<file path="src/rtl/vop2_operand_fetch_if.sv">
// VOP2 operand fetch bus: instruction in, literal in, SGPR/VGPR read ports,
// and the resolved-operand handshake toward the ALU.
interface vop2_operand_fetch_if #(
  parameter int DATA_W  = 32,
  parameter int VGPR_AW = 8,
  parameter int SGPR_AW = 7
);
  logic              in_valid;
  logic              in_ready;
  logic [31:0]       in_instr;
  logic              lit_valid;
  logic              lit_ready;
  logic [DATA_W-1:0] lit_data;
  logic              sgpr_re;
  logic [SGPR_AW-1:0] sgpr_addr;
  logic [DATA_W-1:0] sgpr_rdata;
  logic              vgpr_re;
  logic [VGPR_AW-1:0] vgpr_addr;
  logic [DATA_W-1:0] vgpr_rdata;
  logic              out_valid;
  logic              out_ready;
  logic [5:0]        out_op;
  logic [7:0]        out_vdst;
  logic [DATA_W-1:0] out_src0;
  logic [DATA_W-1:0] out_src1;
  logic              out_err;

  // Environment side: issues instructions/literals, owns the register files, consumes results
  modport master (
    output in_valid, in_instr, lit_valid, lit_data, sgpr_rdata, vgpr_rdata, out_ready,
    input  in_ready, lit_ready, sgpr_re, sgpr_addr, vgpr_re, vgpr_addr,
    input  out_valid, out_op, out_vdst, out_src0, out_src1, out_err
  );

  // Fetch block side
  modport slave (
    input  in_valid, in_instr, lit_valid, lit_data, sgpr_rdata, vgpr_rdata, out_ready,
    output in_ready, lit_ready, sgpr_re, sgpr_addr, vgpr_re, vgpr_addr,
    output out_valid, out_op, out_vdst, out_src0, out_src1, out_err
  );
endinterface

</file>
<file path="src/rtl/vop2_operand_fetch.sv">
// VOP2 operand fetch: decodes src0 (SGPR, VGPR, inline constant, literal or
// illegal), reads vsrc1 from the VGPR file, and presents both resolved
// operands plus op/vdst to the ALU with a valid/ready handshake.
module vop2_operand_fetch #(
  parameter int DATA_W  = 32,
  parameter int VGPR_AW = 8,
  parameter int SGPR_AW = 7
) (
  input  logic clk,
  input  logic rst_n,
  vop2_operand_fetch_if.slave bus
);

  typedef enum logic [2:0] {IDLE, LIT, RS0, RV0, RV1, WAIT, OUT} state_t;

  state_t                    state;
  state_t                    state_nxt;
  logic [8:0]                src0_q;
  logic [7:0]                vsrc1_q;
  logic                      from_sgpr_q;
  logic                      from_vgpr_q;
  logic [5:0]                op_q;
  logic [7:0]                vdst_q;
  logic signed [DATA_W-1:0]  src0_val;
  logic signed [DATA_W-1:0]  src1_val;
  logic                      err_q;
  logic                      accept;
  logic [8:0]                src0_in;
  logic                      sgpr_re;
  logic [SGPR_AW-1:0]        sgpr_addr;
  logic                      vgpr_re;
  logic [VGPR_AW-1:0]        vgpr_addr;

  // Inline constant table: 128 -> 0, 129..192 -> 1..64, 193..208 -> -1..-16
  function automatic logic signed [DATA_W-1:0] inline_const(input logic [8:0] code);
    int v;
    if (code <= 9'd192) v = int'(code) - 128;
    else                v = 192 - int'(code);
    return DATA_W'(v);
  endfunction

  assign src0_in       = bus.in_instr[8:0];
  assign bus.in_ready  = (state == IDLE) && rst_n;
  assign bus.lit_ready = (state == LIT);
  assign accept        = bus.in_valid && bus.in_ready;

  assign bus.sgpr_re   = sgpr_re;
  assign bus.sgpr_addr = sgpr_addr;
  assign bus.vgpr_re   = vgpr_re;
  assign bus.vgpr_addr = vgpr_addr;
  assign bus.out_valid = (state == OUT);
  assign bus.out_op    = op_q;
  assign bus.out_vdst  = vdst_q;
  assign bus.out_src0  = src0_val;
  assign bus.out_src1  = src1_val;
  assign bus.out_err   = err_q;

  // State register
  always_ff @(posedge clk or negedge rst_n) begin
    if (!rst_n) state <= IDLE;
    else        state <= state_nxt;
  end

  // Next-state decode and register-file read strobes (one read port per file)
  always_comb begin
    state_nxt = state;
    sgpr_re   = 1'b0;
    sgpr_addr = '0;
    vgpr_re   = 1'b0;
    vgpr_addr = '0;
    case (state)
      IDLE: begin
        if (accept) begin
          if (src0_in <= 9'd127)      state_nxt = RS0;
          else if (src0_in <= 9'd254) state_nxt = RV1;
          else if (src0_in == 9'd255) state_nxt = LIT;
          else                        state_nxt = RV0;
        end
      end
      LIT: begin
        if (bus.lit_valid) state_nxt = RV1;
      end
      RS0: begin
        sgpr_re   = 1'b1;
        sgpr_addr = SGPR_AW'(src0_q[6:0]);
        state_nxt = RV1;
      end
      RV0: begin
        vgpr_re   = 1'b1;
        vgpr_addr = VGPR_AW'(src0_q[7:0]);
        state_nxt = RV1;
      end
      RV1: begin
        vgpr_re   = 1'b1;
        vgpr_addr = VGPR_AW'(vsrc1_q);
        state_nxt = WAIT;
      end
      WAIT: state_nxt = OUT;
      OUT: begin
        if (bus.out_ready) state_nxt = IDLE;
      end
      default: state_nxt = IDLE;
    endcase
  end

  // Field latches and operand capture; every register clears on reset so a
  // discarded instruction leaves nothing visible on the outputs
  always_ff @(posedge clk or negedge rst_n) begin
    if (!rst_n) begin
      src0_q      <= '0;
      vsrc1_q     <= '0;
      from_sgpr_q <= 1'b0;
      from_vgpr_q <= 1'b0;
      op_q        <= '0;
      vdst_q      <= '0;
      src0_val    <= '0;
      src1_val    <= '0;
      err_q       <= 1'b0;
    end else begin
      case (state)
        IDLE: begin
          if (accept) begin
            src0_q      <= src0_in;
            vsrc1_q     <= bus.in_instr[16:9];
            vdst_q      <= bus.in_instr[24:17];
            op_q        <= bus.in_instr[30:25];
            err_q       <= 1'b0;
            from_sgpr_q <= (src0_in <= 9'd127);
            from_vgpr_q <= src0_in[8];
            if (src0_in >= 9'd128 && src0_in <= 9'd208) begin
              src0_val <= inline_const(src0_in);
            end else if (src0_in >= 9'd209 && src0_in <= 9'd254) begin
              src0_val <= '0;
              err_q    <= 1'b1;
            end
          end
        end
        LIT: begin
          if (bus.lit_valid) src0_val <= bus.lit_data;
        end
        RV1: begin
          if (from_sgpr_q)      src0_val <= bus.sgpr_rdata;
          else if (from_vgpr_q) src0_val <= bus.vgpr_rdata;
        end
        WAIT: src1_val <= bus.vgpr_rdata;
        default: ;
      endcase
    end
  end

endmodule

</file>
<file path="src/flat_wrapper.sv">
// flat-port wrapper written by rule: the top's interface ports become plain ports
module vop2_operand_fetch_flat 
#(
  parameter int DATA_W  = 32,
  parameter int VGPR_AW = 8,
  parameter int SGPR_AW = 7
)
  (clk, rst_n, bus_in_valid, bus_in_instr, bus_lit_valid, bus_lit_data, bus_sgpr_rdata, bus_vgpr_rdata, bus_out_ready, bus_in_ready, bus_lit_ready, bus_sgpr_re, bus_sgpr_addr, bus_vgpr_re, bus_vgpr_addr, bus_out_valid, bus_out_op, bus_out_vdst, bus_out_src0, bus_out_src1, bus_out_err);
  vop2_operand_fetch_if #(.DATA_W(DATA_W), .VGPR_AW(VGPR_AW), .SGPR_AW(SGPR_AW)) bus_i ();
  input  logic clk;
  input  logic rst_n;
  input wire logic [$bits(bus_i.in_valid)-1:0] bus_in_valid;
  input wire logic [$bits(bus_i.in_instr)-1:0] bus_in_instr;
  input wire logic [$bits(bus_i.lit_valid)-1:0] bus_lit_valid;
  input wire logic [$bits(bus_i.lit_data)-1:0] bus_lit_data;
  input wire logic [$bits(bus_i.sgpr_rdata)-1:0] bus_sgpr_rdata;
  input wire logic [$bits(bus_i.vgpr_rdata)-1:0] bus_vgpr_rdata;
  input wire logic [$bits(bus_i.out_ready)-1:0] bus_out_ready;
  output wire logic [$bits(bus_i.in_ready)-1:0] bus_in_ready;
  output wire logic [$bits(bus_i.lit_ready)-1:0] bus_lit_ready;
  output wire logic [$bits(bus_i.sgpr_re)-1:0] bus_sgpr_re;
  output wire logic [$bits(bus_i.sgpr_addr)-1:0] bus_sgpr_addr;
  output wire logic [$bits(bus_i.vgpr_re)-1:0] bus_vgpr_re;
  output wire logic [$bits(bus_i.vgpr_addr)-1:0] bus_vgpr_addr;
  output wire logic [$bits(bus_i.out_valid)-1:0] bus_out_valid;
  output wire logic [$bits(bus_i.out_op)-1:0] bus_out_op;
  output wire logic [$bits(bus_i.out_vdst)-1:0] bus_out_vdst;
  output wire logic [$bits(bus_i.out_src0)-1:0] bus_out_src0;
  output wire logic [$bits(bus_i.out_src1)-1:0] bus_out_src1;
  output wire logic [$bits(bus_i.out_err)-1:0] bus_out_err;
  assign bus_i.in_valid = bus_in_valid;
  assign bus_i.in_instr = bus_in_instr;
  assign bus_i.lit_valid = bus_lit_valid;
  assign bus_i.lit_data = bus_lit_data;
  assign bus_i.sgpr_rdata = bus_sgpr_rdata;
  assign bus_i.vgpr_rdata = bus_vgpr_rdata;
  assign bus_i.out_ready = bus_out_ready;
  assign bus_in_ready = bus_i.in_ready;
  assign bus_lit_ready = bus_i.lit_ready;
  assign bus_sgpr_re = bus_i.sgpr_re;
  assign bus_sgpr_addr = bus_i.sgpr_addr;
  assign bus_vgpr_re = bus_i.vgpr_re;
  assign bus_vgpr_addr = bus_i.vgpr_addr;
  assign bus_out_valid = bus_i.out_valid;
  assign bus_out_op = bus_i.out_op;
  assign bus_out_vdst = bus_i.out_vdst;
  assign bus_out_src0 = bus_i.out_src0;
  assign bus_out_src1 = bus_i.out_src1;
  assign bus_out_err = bus_i.out_err;
  vop2_operand_fetch #(.DATA_W(DATA_W), .VGPR_AW(VGPR_AW), .SGPR_AW(SGPR_AW)) u_core (.clk(clk), .rst_n(rst_n), .bus(bus_i));
endmodule
</file>
<file path="config.mk">
export PLATFORM = sky130hd
export DESIGN_NAME = vop2_operand_fetch_flat
export DESIGN_NICKNAME = d
export VERILOG_FILES = /design/src/rtl/vop2_operand_fetch_if.sv /design/src/rtl/vop2_operand_fetch.sv /design/src/flat_wrapper.sv
export SDC_FILE = /design/constraint.sdc
export NUM_CORES = 1
export LEC_CHECK = 0
export CAP_MARGIN = 40
export CELL_PAD_IN_SITES_DETAIL_PLACEMENT = 0
export CELL_PAD_IN_SITES_GLOBAL_PLACEMENT = 1
export CORE_MARGIN = 2
export CORE_UTILIZATION = 29
export CTS_BUF_LIST = sky130_fd_sc_hd__clkbuf_8 sky130_fd_sc_hd__clkbuf_16
export DETAILED_ROUTE_END_ITERATION = 10
export GPL_TIMING_DRIVEN = 0
export PLACE_DENSITY_LB_ADDON = 0.15
export SKIP_LAST_GASP = 1
export SLEW_MARGIN = 10
export SYNTH_ARGS = -nofsm -noshare
export SYNTH_HDL_FRONTEND = slang
export SYNTH_SLANG_ARGS = --single-unit
</file>
<file path="constraint.sdc">
create_clock -name clk -period 2.64 [get_ports clk]
set_clock_uncertainty 0.2 [all_clocks]
set_input_delay 0.66 -clock clk [delete_from_list [all_inputs] [get_ports clk]]
set_output_delay 0.66 -clock clk [all_outputs]
set_load 0.01 [all_outputs]
</file>
==> parameters.txt <==
Parameter                              Value

Outcome
  Outcome    complete, no violations

Timing
  Final critical-path share of the clock period    98.4%
  Time the worst path needs with I/O delays and setup    2.60 ns
  Setup slack after layout    0.0415 ns
  Unrepaired setup endpoints after global routing    true
  Setup violations, final    0
  Slew headroom    49.0%
  Slew at the pin with the worst max-slew slack    0.765 ns
  Number of pins with negative max-slew slack in the final report    0
  Achievable frequency    0.385 GHz
  Fin. Hold Viols    0

Global route
  Initial antenna violation count    0
  Number of global-route vias before repair    5132
  Pin count of the biggest net entering global routing    35
  Global-route wire length before repair    29300 um
  Total global-route track usage    19.3%
  Residual overflow from global routing    0

Synthesis
  Parity-gate share of the synthesized area counting xor and xnor cells    0.814%
  Number of distinct library cells after synthesis    50
  Synth warn    0
  Arithmetic-cell share of the synthesized area counting full adders, half adders and majority gates    1.63%
  Flop and latch count out of synthesis    100
  Main combinational cell family by area after synthesis    multiplexers
  Mapped Nets    600
  Primary FF master, synth    dfrtp_1
  Instance count of the mapped netlist    460
  Syn_area_per_cell    11.7 um2
  Synth Area in Simple Gates    6.70%
  Number of enable flip-flop cells after synthesis    0
  Fraction of synthesis flops using an asynchronous set or reset pin    100%
  Post-synthesis instance area    5380 um2
  Fraction of the yosys area taken by sequential cells    46.5%
  Portion of netlist area occupied by mux cells    26.4%
  Synthesized-area fraction occupied by ao, oa, aoi and oai cells    12.2%

Layout
  Count of fill cells added during filler insertion    1669
  Diode insertion count for antenna repair    0
  Commonest non-fill, non-tap cell in the layout    clkdlybuf4s50_1
  Post-layout instance count excluding filler cells    962
  Final net count    868
  Commonest cells after routing, fill and taps aside    clkdlybuf4s50_1 (201), dfrtp_1 (98), mux2_2 (94), inv_1 (41), mux2i_1 (33)
  Layout-stage area growth over the synthesis result    64.4%
  Share of post-route cells with drive strength above 1    27.3%

Worst hold path
  HP Class    primary input to asynchronous set/reset pin

Placement
  PortBufs    229
  Placement-stage worst setup slack    -1.27 ns
  Cell count after placement    921
  HPWL Detailed    14000 um
  Gpl congestion    0.790

Die
  Starting Density    29.7%
  Die footprint    19700 um2
  Die height    140 um
  Io pins    232
  Std cell rows    49
  Area inside the core boundary    18100 um2
  Die width    140 um

Setup path
  Arrival time at the worst endpoint    2.64 ns
  Worst R2R Setup Slack    0.22 ns
  Depth of the worst register-to-register path    5
  Setup CP Type    primary input to flip-flop
  RR Startpoint    u_core.from_sgpr_q
  Largest fanout on the critical path    3
  Kind of end point of the critical path    flip-flop
  Startpoint class of the critical path    primary input
  Capture point of the critical path    u_core.bus.out_src0[2]
  Slowest cell on the critical path    or4_4
  Crit path required time    2.68 ns
  Cells along the critical path    dlygate4sd2_1 -> or4_4 -> mux2_4 -> o21a_1 -> a21oi_4 -> buf_6 -> mux2_2
  Highest cell delay on the worst timing path    0.52 ns
  Capturing point of the worst reg2reg path    u_core.bus.out_src0[3]
  Crit path launch    bus_in_instr[2]

Detailed routing
  Number of detailed-routing iterations run before antenna repair    7
  Detail-routed via count per cell    4.98
  Drt first-iter violations    247
  Post-route antenna net violation count    0
  Post-Route WL    19200 um
  Detailed-route wire length per cell    19.9 um
  Number of DRC violations after detailed routing    0
  Vias post-DR    4788

Pwr
  Pwr per Cell Area    1070 nW/um2
  Leakage power summed over all cells    3.74 nW
  Total power after layout    0.00942 W
  Largest voltage drop on the vdd net    0.396 mV

CTS
  Reg clk slew, reported paths    0.07 ns
  Number of clock sinks    100
  H-tree level count    3
  Clock buffers created by TritonCTS    9
  CTS tree    done
  Max clock buf depth    2
  Later-pin clock latency in the skew report    0.35 ns
  Clock Root Buffer    clkbuf_16

Run
  Max-cap violations    0
==> area by class of cell <==
type	instances	area, um2	area share, %
buffer	32	283	3.20
clock buffer	10	239	2.70
clock inverter	6	57.6	0.651
inverter	40	155	1.75
multi-input combinational	286	2730	30.9
sequential	100	2500	28.3
tap	229	287	3.24
timing repair buffer	259	2590	29.3
==> routing by layer <==
layer | wire [um] | up-vias | GRT usage (%)
met5 | 0 | - | 0
met4 | 254 | 0 | 5.42
met3 | 1290 | 14 | 4.55
met2 | 9380 | 180 | 33.6
met1 | 8260 | 2352 | 24.1
li1 | - | 2242 | -
==> cell usage after synthesis, types with 2 or more instances <==
| library cell | instances | area (um2) |
|---|---|---|
| buf_1 | 2 | 7.51 |
| buf_6 | 3 | 33.8 |
| o2111ai_1 | 2 | 17.5 |
| a211oi_1 | 3 | 22.5 |
| nor2_1 | 16 | 60.1 |
| xor2_1 | 2 | 17.5 |
| xnor2_1 | 3 | 26.3 |
| nand2_1 | 14 | 52.6 |
| mux2i_1 | 34 | 340 |
| and4_1 | 2 | 17.5 |
| nor3_1 | 2 | 10.0 |
| inv_1 | 40 | 150 |
| o21a_1 | 2 | 15.0 |
| clkbuf_1 | 23 | 86.3 |
| dfrtp_1 | 100 | 2500 |
| a22o_1 | 8 | 70.1 |
| and2_1 | 9 | 56.3 |
| nand4_1 | 2 | 12.5 |
| nand3_1 | 4 | 20.0 |
| a21oi_1 | 8 | 40.0 |
| a31o_2 | 2 | 17.5 |
| nor3b_1 | 5 | 37.5 |
| mux2_2 | 96 | 1080 |
| a31oi_1 | 5 | 31.3 |
| ha_1 | 7 | 87.6 |
| o211ai_1 | 4 | 30.0 |
| nor3_2 | 2 | 20.0 |
| buf_2 | 6 | 30.0 |
| o21ai_0 | 6 | 30.0 |
| a222oi_1 | 28 | 280 |
==> how the worst min path moves through the flow <==
stage / end / start
after global placement: u_core.bus.out_src1[12] / u_core.bus.out_src1[12]
after CTS: u_core.state[2] / rst_n
final: u_core.state[2] / rst_n
after detailed placement: u_core.bus.out_src1[21] / u_core.bus.out_src1[21]
after floorplan: u_core.bus.out_err / rst_n
after global routing: u_core.state[2] / rst_n
==> sequential cells by signal (all words and copies together), names as in the netlist <==
| register | count |
|---|---|
| u_core.vsrc1_q | 8 |
| u_core.bus.out_err | 1 |
| u_core.src0_q | 8 |
| u_core.bus.out_op | 6 |
| u_core.bus.out_src0 | 32 |
| u_core.bus.out_src1 | 32 |
| u_core.from_vgpr_q | 1 |
| u_core.from_sgpr_q | 1 |
| u_core.state | 3 |
| u_core.bus.out_vdst | 8 |
==> critical path, delay by kind of cell <==
family	cells	cell delay [ns]
AOI/OAI and AO/OA	2	0.40
and+or+nand+nor	1	0.52
muxes	2	0.65
buffers and inverters	2	0.40
==> where the power goes <==
| group | switching, W | internal [W] | leakage [nW] | total, W |
|---|---|---|---|---|
| Clock | 0.000605 | 0.000754 | 0.152 | 0.00136 |
| Combinational | 0.00232 | 0.00307 | 2.37 | 0.00540 |
| Sequential | 0.000387 | 0.00228 | 1.22 | 0.00266 |
| Total | 0.00332 | 0.00610 | 3.74 | 0.00942 |
==> repair_timing <==
action,in CTS,in global routing
gates resized for setup,118,35
setup buffers,21,1
gates cloned,3,1
endpoints found under the setup margin,83,66
hold buffers,1,0
hold endpoints to repair,34,0
pin swaps,8,6
==> logic make-up (layout without fill, tap and decap cells) <==
group	count (synthesis)	count (layout)
AOI/OAI and AO/OA	79	79
buffers and inverters	74	347
DFF	100	100
adders and majority gates	7	7
muxes	130	130
xor gates and xnor gates	5	5
and+or+nand+nor	65	65
==> per-stage QoR <==
stage | setup TNS, ns | hold slack (ns) | util (%) | area, um2
final | 0 | 0.0425 | 48.9 | 8840
after floorplan | 0 | 0.164 | - | 5400
after global placement | -674.53 | 0.286 | 44.1 | 7980
after detailed placement | -67.36 | 0.294 | 44.4 | 8020
after global routing | -0.0237 | 0.0417 | 48.9 | 8840
after CTS | -0.0760 | 0.0356 | 48.6 | 8800
No activity file was read; power rests on OpenSTA's default activity.
==> RTL change 1: new RTL, same settings <==
Reset style: synchronous (`rst_n`), changed in 2 clocked blocks.
--- a/src/rtl/vop2_operand_fetch.sv
+++ b/src/rtl/vop2_operand_fetch.sv
@@ -56,7 +56,7 @@
   assign bus.out_err   = err_q;
 
   // State register
-  always_ff @(posedge clk or negedge rst_n) begin
+  always_ff @(posedge clk) begin
     if (!rst_n) state <= IDLE;
     else        state <= state_nxt;
   end
@@ -105,7 +105,7 @@
 
   // Field latches and operand capture; every register clears on reset so a
   // discarded instruction leaves nothing visible on the outputs
-  always_ff @(posedge clk or negedge rst_n) begin
+  always_ff @(posedge clk) begin
     if (!rst_n) begin
       src0_q      <= '0;
       vsrc1_q     <= '0;
Formal check against the unedited RTL: differs if rst_n is asserted again (counterexample within 4 cycles, from zero or initial values and one cycle with rst_n low); with rst_n held inactive, the same outputs for 4 cycles.
==> RTL change 1 against the unedited design <==
- global-route usage rose by 1.5 points
- sequential cell count did not move
- sequential share of layout area fell by 4.6 points
- register-to-register slack got worse by 0.07 ns
- setup slack improved by 0.014 ns
- wire length rose by 3.9%
- cell area fell by 4.4%
- synthesized area fell by 6.3%
- first-iteration DRC count rose by 19%
Power is not compared: it rests on default switching activity, and its combinational part moved more than twofold at a synthesized area within 25%.
==> RTL change 1: results (changes against the unedited design) <==
Placement
  • GPL Wtd Cong: 0.8501 (+7.7%)
  • Port bufs: 226 (-1.3%)
  • Final HPWL DP: 14.59 mm (+4.1%)
  • DP Area: 7612 um^2 (-5.1%)
  • Dpl ws: -0.9697 ns (+0.2989 ns)

Final layout
  • Fillcell total: 1680 (+0.66%)
  • # diodes: 0 (unchanged)
  • Final net count: 1018 (+17%)
  • Final Non-Filler Cells: 1108 (+15%)
  • Share of cells above drive strength 1: 0.1778 (-0.09505)

Yosys
  • Share of the synthesized area in the top cell type: 0.3972 (-0.06801)
  • Commonest cells in the netlist: nand2_1 (129), dfxtp_1 (100), clkbuf_1 (47), o21ai_0 (37), a21boi_0 (33)
  • Synth top area cells: dfxtp_1 (40%), nand2_1 (9.6%), mux2_2 (5.8%)
  • Post-synthesis sequential area ratio: 0.3972 (-0.06801)
  • Synthesized area per cell: 8.386 um^2 (-28%)
  • Mapped Nets: 741 (+24%)
  • Synth async-reset ratio: 0 (-1.000)
  • Distinct cells, synth: 55 (+10%)

GRT
  • Overall Global Routing Usage: 0.2083 (+0.01492)
  • Largest net degree at the start of global routing: 17 (-51%)
  • First-pass GRT wire length: 29.65 mm (+1.2%)
  • Initial antenna violation count: 0 (unchanged)
  • Met3 usage: 0.02759 (-0.01788)
  • Vias in the first global route: 5396 (+5.1%)
  • Met2 Usage GRT: 0.3513 (+0.01538)
  • Met1 Use GR: 0.2759 (+0.03494)

Timing
  • Slew margin rel.: 0.4670 (-0.02268)
  • Setup WS post-layout: 0.05521 ns (+0.01371 ns)

Clock tree
  • Clock buffer depth: 2 (unchanged)
  • Clk Tree Root Cell: clkbuf_16
  • H-tree levels: 3 (unchanged)

Power
  • P_leak: slightly above 0.003 uW
  • Maximum VDD drop: 0.3192 mV

Worst hold path
  • Min-Delay Path Class: reg2reg

Critical path
  • Data arrival, critical path: 1.72 ns (-0.92 ns)
  • End of the critical path: bus_vgpr_addr[2]
  • Worst R2R Setup Slack: 0.15 ns (-0.07 ns)
  • Crit path kind: reg2out
  • Max FO, Critical Path: 5 (+2)
  • Origin of the critical flop-to-flop path: u_core.state[2]
  • Reg2reg path depth: 12 (+7)
  • Reg2reg end: u_core.bus.out_src0[29]

Drt
  • Iter 0 DRT Violations: 295 (+19%)
  • Via/cell ratio: 5.043 (+1.3%)
  • First drt pass iteration count: 6 (-1)
  • Routed length per instance: 17.99 um (-9.8%)

Floorplanning
  • Core area: 17120 um^2 (-5.4%)

Status
  • Status: finished clean
[RTL change 1: critical path: stages (launching register included)]
cell	delay, ns
dfxtp_2	0.35
buf_8	0.11
nor3b_4	0.25
clkbuf_8	0.20
buf_4	0.12
buf_4	0.10
a22o_1	0.11
buf_2	0.13
[RTL change 1: area by class of cell]
cell class | count | share of cell area
buffer | 55 | 0.04175
clock buffer | 11 | 0.02991
tap | 225 | 0.03331
inverter | 5 | 0.002221
multi-input combinational | 439 | 0.3462
clock inverter | 5 | 0.004294
sequential | 100 | 0.2376
timing repair buffer | 268 | 0.3047
[RTL change 1: power by group]
| group | total (uW) | switching, uW | internal [uW] |
|---|---|---|---|
| logic | 1190 | 561 | 631 |
| registers | 1670 | 60.0 | 1610 |
| clock network | 1310 | 612 | 694 |
[RTL change 1: cell families (layout without fill, tap and decap cells)]
group           after synthesis  after routing  synth area share
xor+xnor                      4              4          0.006953
mux                          35             35           0.07597
flops                       100            100            0.3972
simple gates                193            193            0.1733
fa+ha+maj                     7              7           0.01738
compound gates              200            200            0.2756
buf+inv                      62            344           0.05362
[RTL change 1: worst min path at each step]
stage                                 startpoint                     end  slack, ns
after floorplan                u_core.vsrc1_q[0]       u_core.vsrc1_q[0]       0.24
after global placement    u_core.bus.out_vdst[7]  u_core.bus.out_vdst[7]       0.25
after detailed placement    u_core.bus.out_op[5]    u_core.bus.out_op[5]       0.25
after CTS                   u_core.bus.out_op[5]    u_core.bus.out_op[5]       0.26
after global routing        u_core.bus.out_op[5]    u_core.bus.out_op[5]       0.27
final                     u_core.bus.out_vdst[1]  u_core.bus.out_vdst[1]       0.26
[RTL change 1: timing repair]
item / CTS / global route
setup buffers: 28 / 8
endpoints found under the setup margin: 52 / 40
gates cloned: 4 / 2
gates resized for setup: 91 / 55
pin swaps: 8 / 22
hold buffers: 0 / 0
[RTL change 1: layer usage]
| layer | vias up | part of all wire |
|---|---|---|
| li1 | 2721 | - |
| met1 | 2675 | 0.46 |
| met2 | 173 | 0.48 |
| met3 | 19 | 0.047 |
| met4 | 0 | 0.015 |
| met5 | - | 0 |
[RTL change 1: metrics by stage]
stage	total power [uW]	TNS [ns]	utilization
2_1_floorplan	2189	-1.509	-
3_3_place_gp	2712	-46.08	0.4444
3_5_place_dp	2729	-42.30	0.4447
4_1_cts	4146	-0.1315	0.4846
5_1_grt	4349	-0.1779	0.4937
6_report	4166	0	0.4937
==> RTL change 2: new RTL, same flow settings <==
Made on the original files. `VGPR_AW` is set to 8 in 3 places; all go to 6.
--- a/src/rtl/vop2_operand_fetch_if.sv
+++ b/src/rtl/vop2_operand_fetch_if.sv
@@ -2,7 +2,7 @@
 // and the resolved-operand handshake toward the ALU.
 interface vop2_operand_fetch_if #(
   parameter int DATA_W  = 32,
-  parameter int VGPR_AW = 8,
+  parameter int VGPR_AW = 6,
   parameter int SGPR_AW = 7
 );
   logic              in_valid;
--- a/src/rtl/vop2_operand_fetch.sv
+++ b/src/rtl/vop2_operand_fetch.sv
@@ -3,7 +3,7 @@
 // operands plus op/vdst to the ALU with a valid/ready handshake.
 module vop2_operand_fetch #(
   parameter int DATA_W  = 32,
-  parameter int VGPR_AW = 8,
+  parameter int VGPR_AW = 6,
   parameter int SGPR_AW = 7
 ) (
   input  logic clk,
--- a/src/flat_wrapper.sv
+++ b/src/flat_wrapper.sv
@@ -2,7 +2,7 @@
 module vop2_operand_fetch_flat 
 #(
   parameter int DATA_W  = 32,
-  parameter int VGPR_AW = 8,
+  parameter int VGPR_AW = 6,
   parameter int SGPR_AW = 7
 )
   (clk, rst_n, bus_in_valid, bus_in_instr, bus_lit_valid, bus_lit_data, bus_sgpr_rdata, bus_vgpr_rdata, bus_out_ready, bus_in_ready, bus_lit_ready, bus_sgpr_re, bus_sgpr_addr, bus_vgpr_re, bus_vgpr_addr, bus_out_valid, bus_out_op, bus_out_vdst, bus_out_src0, bus_out_src1, bus_out_err);
Interface: changed (resized bus_vgpr_addr); port bits go from 232 to 230. The function was not compared with the original's and may differ.
==> RTL change 2 against the unedited design <==
- the run now ends with DRC, setup timing left
- setup slack lost 0.085 ns
- sequential cell count shrank 3
- wire length shrank 2.9%
- total power shrank 2.0%
- global-route usage shrank 0.30 points
- synthesized area shrank 0.14%
- combinational power shrank 1%
- cell area shrank 2.7%
- synthesized cell count grew 8.7%
- critical path type is now reg2out
- largest power group unchanged
==> RTL change 2: results (changes against the unedited design) <==
Yosys
  • Distinct cells, synth: 52 (+4.0%)
  • Mapped Nets: 640 (+6.7%)
  • Commonest cells in the netlist: dfrtp_1 (97), nand2_1 (85), mux2_2 (41), mux2i_1 (34), nor2_1 (33)
  • Post-synthesis sequential area ratio: 0.4519 (-0.01333)
  • Synth top area cells: dfrtp_1 (45%), mux2_2 (8.6%), mux2_4 (6.4%)
  • Mux cell area share after synthesis: 0.2136 (-0.05064)
  • Post-synthesis compound-gate area fraction: 0.1186 (-0.003324)
  • Adder-cell share of the synthesized area: 0.01631 (+0.00002276)

Drt
  • Iter 0 DRT Violations: 221 (-11%)
  • M1 WL: 8.220 mm (-0.53%)
  • DR WL met3: 1.020 mm (-21%)
  • DR DRC count: 18 (+18)
  • First drt pass iteration count: 9 (+2)

Critical path
  • End of the critical path: bus_vgpr_addr[2]
  • Worst R2R Setup Slack: 0.15 ns (-0.07 ns)
  • CP max stage cell: dfrtp_2
  • Worst Setup SP: u_core.state[0]
  • Reg2reg end: u_core.bus.out_src0[20]
  • Origin of the critical flop-to-flop path: u_core.state[0]
  • CP delay by family, top: buffers and inverters
  • Reg2reg path depth: 9 (+4)
  • Crit-path max cell delay: 0.43 ns (-0.09 ns)
  • Max FO, Critical Path: 5 (+2)

Power
  • Maximum VDD drop: 0.4596 mV (+16%)
  • Sequential power share: 0.281 (-0.002)
  • P_leak: 0.003752 uW (+0.32%)

GRT
  • Largest net degree at the start of global routing: 43 (+23%)
  • First-pass GRT wire length: 29.21 mm (-0.28%)
  • Met1 Use GR: 0.2449 (+0.003972)
  • Overall Global Routing Usage: 0.1905 (-0.002974)
  • Met2 Usage GRT: 0.3259 (-0.01001)

Status
  • Failing checks: DRC, setup timing
  • Status: finished with violations

Timing
  • Final setup violating endpoints: 2 (+2)
  • Setup WS post-layout: -0.04395 ns (-0.08544 ns)

Final layout
  • Clock buffer count: 11 (+1)
  • Final net count: 900 (+3.7%)
  • Clock-cell share of area: 0.03315 (-0.0003869)
  • Buffers excl. clock: 287 (-1.4%)
  • Share of cells above drive strength 1: 0.2248 (-0.04801)
  • Inverters excl. clock: 17 (-57%)
  • Multi-In Gates: 348 (+22%)
  • Fillcell total: 1707 (+2.3%)
  • Register cell area after layout: 2430 um^2 (-3.0%)

Placement
  • Final HPWL DP: 13.42 mm (-4.3%)
  • GPL Wtd Cong: 0.7924 (+0.37%)
-- RTL change 2: timing repair --
action | in CTS | in global routing
buffers inserted | 20 | 4
endpoints found under the setup margin | 51 | 42
cloned | 2 | 0
hold buffers | 1 | 0
hold endpoints to repair | 42 | 0
pin swaps | 6 | 7
resized for setup | 96 | 25
-- RTL change 2: stage by stage --
stage / utilization / area [um^2] / instances / setup TNS, ns / setup slack (ns)
floorplan: - / 5406 / 500 / -0.2041 / -0.009379
global placement: 0.4376 / 7915 / 951 / -592.42 / -4.286
detailed placement: 0.4401 / 7960 / 954 / -36.52 / -1.011
CTS: 0.4755 / 8600 / 992 / -1.051 / -0.2015
global route: 0.4758 / 8605 / 994 / -0.4277 / -0.1109
finish: 0.4758 / 8605 / 994 / -0.08183 / -0.04395
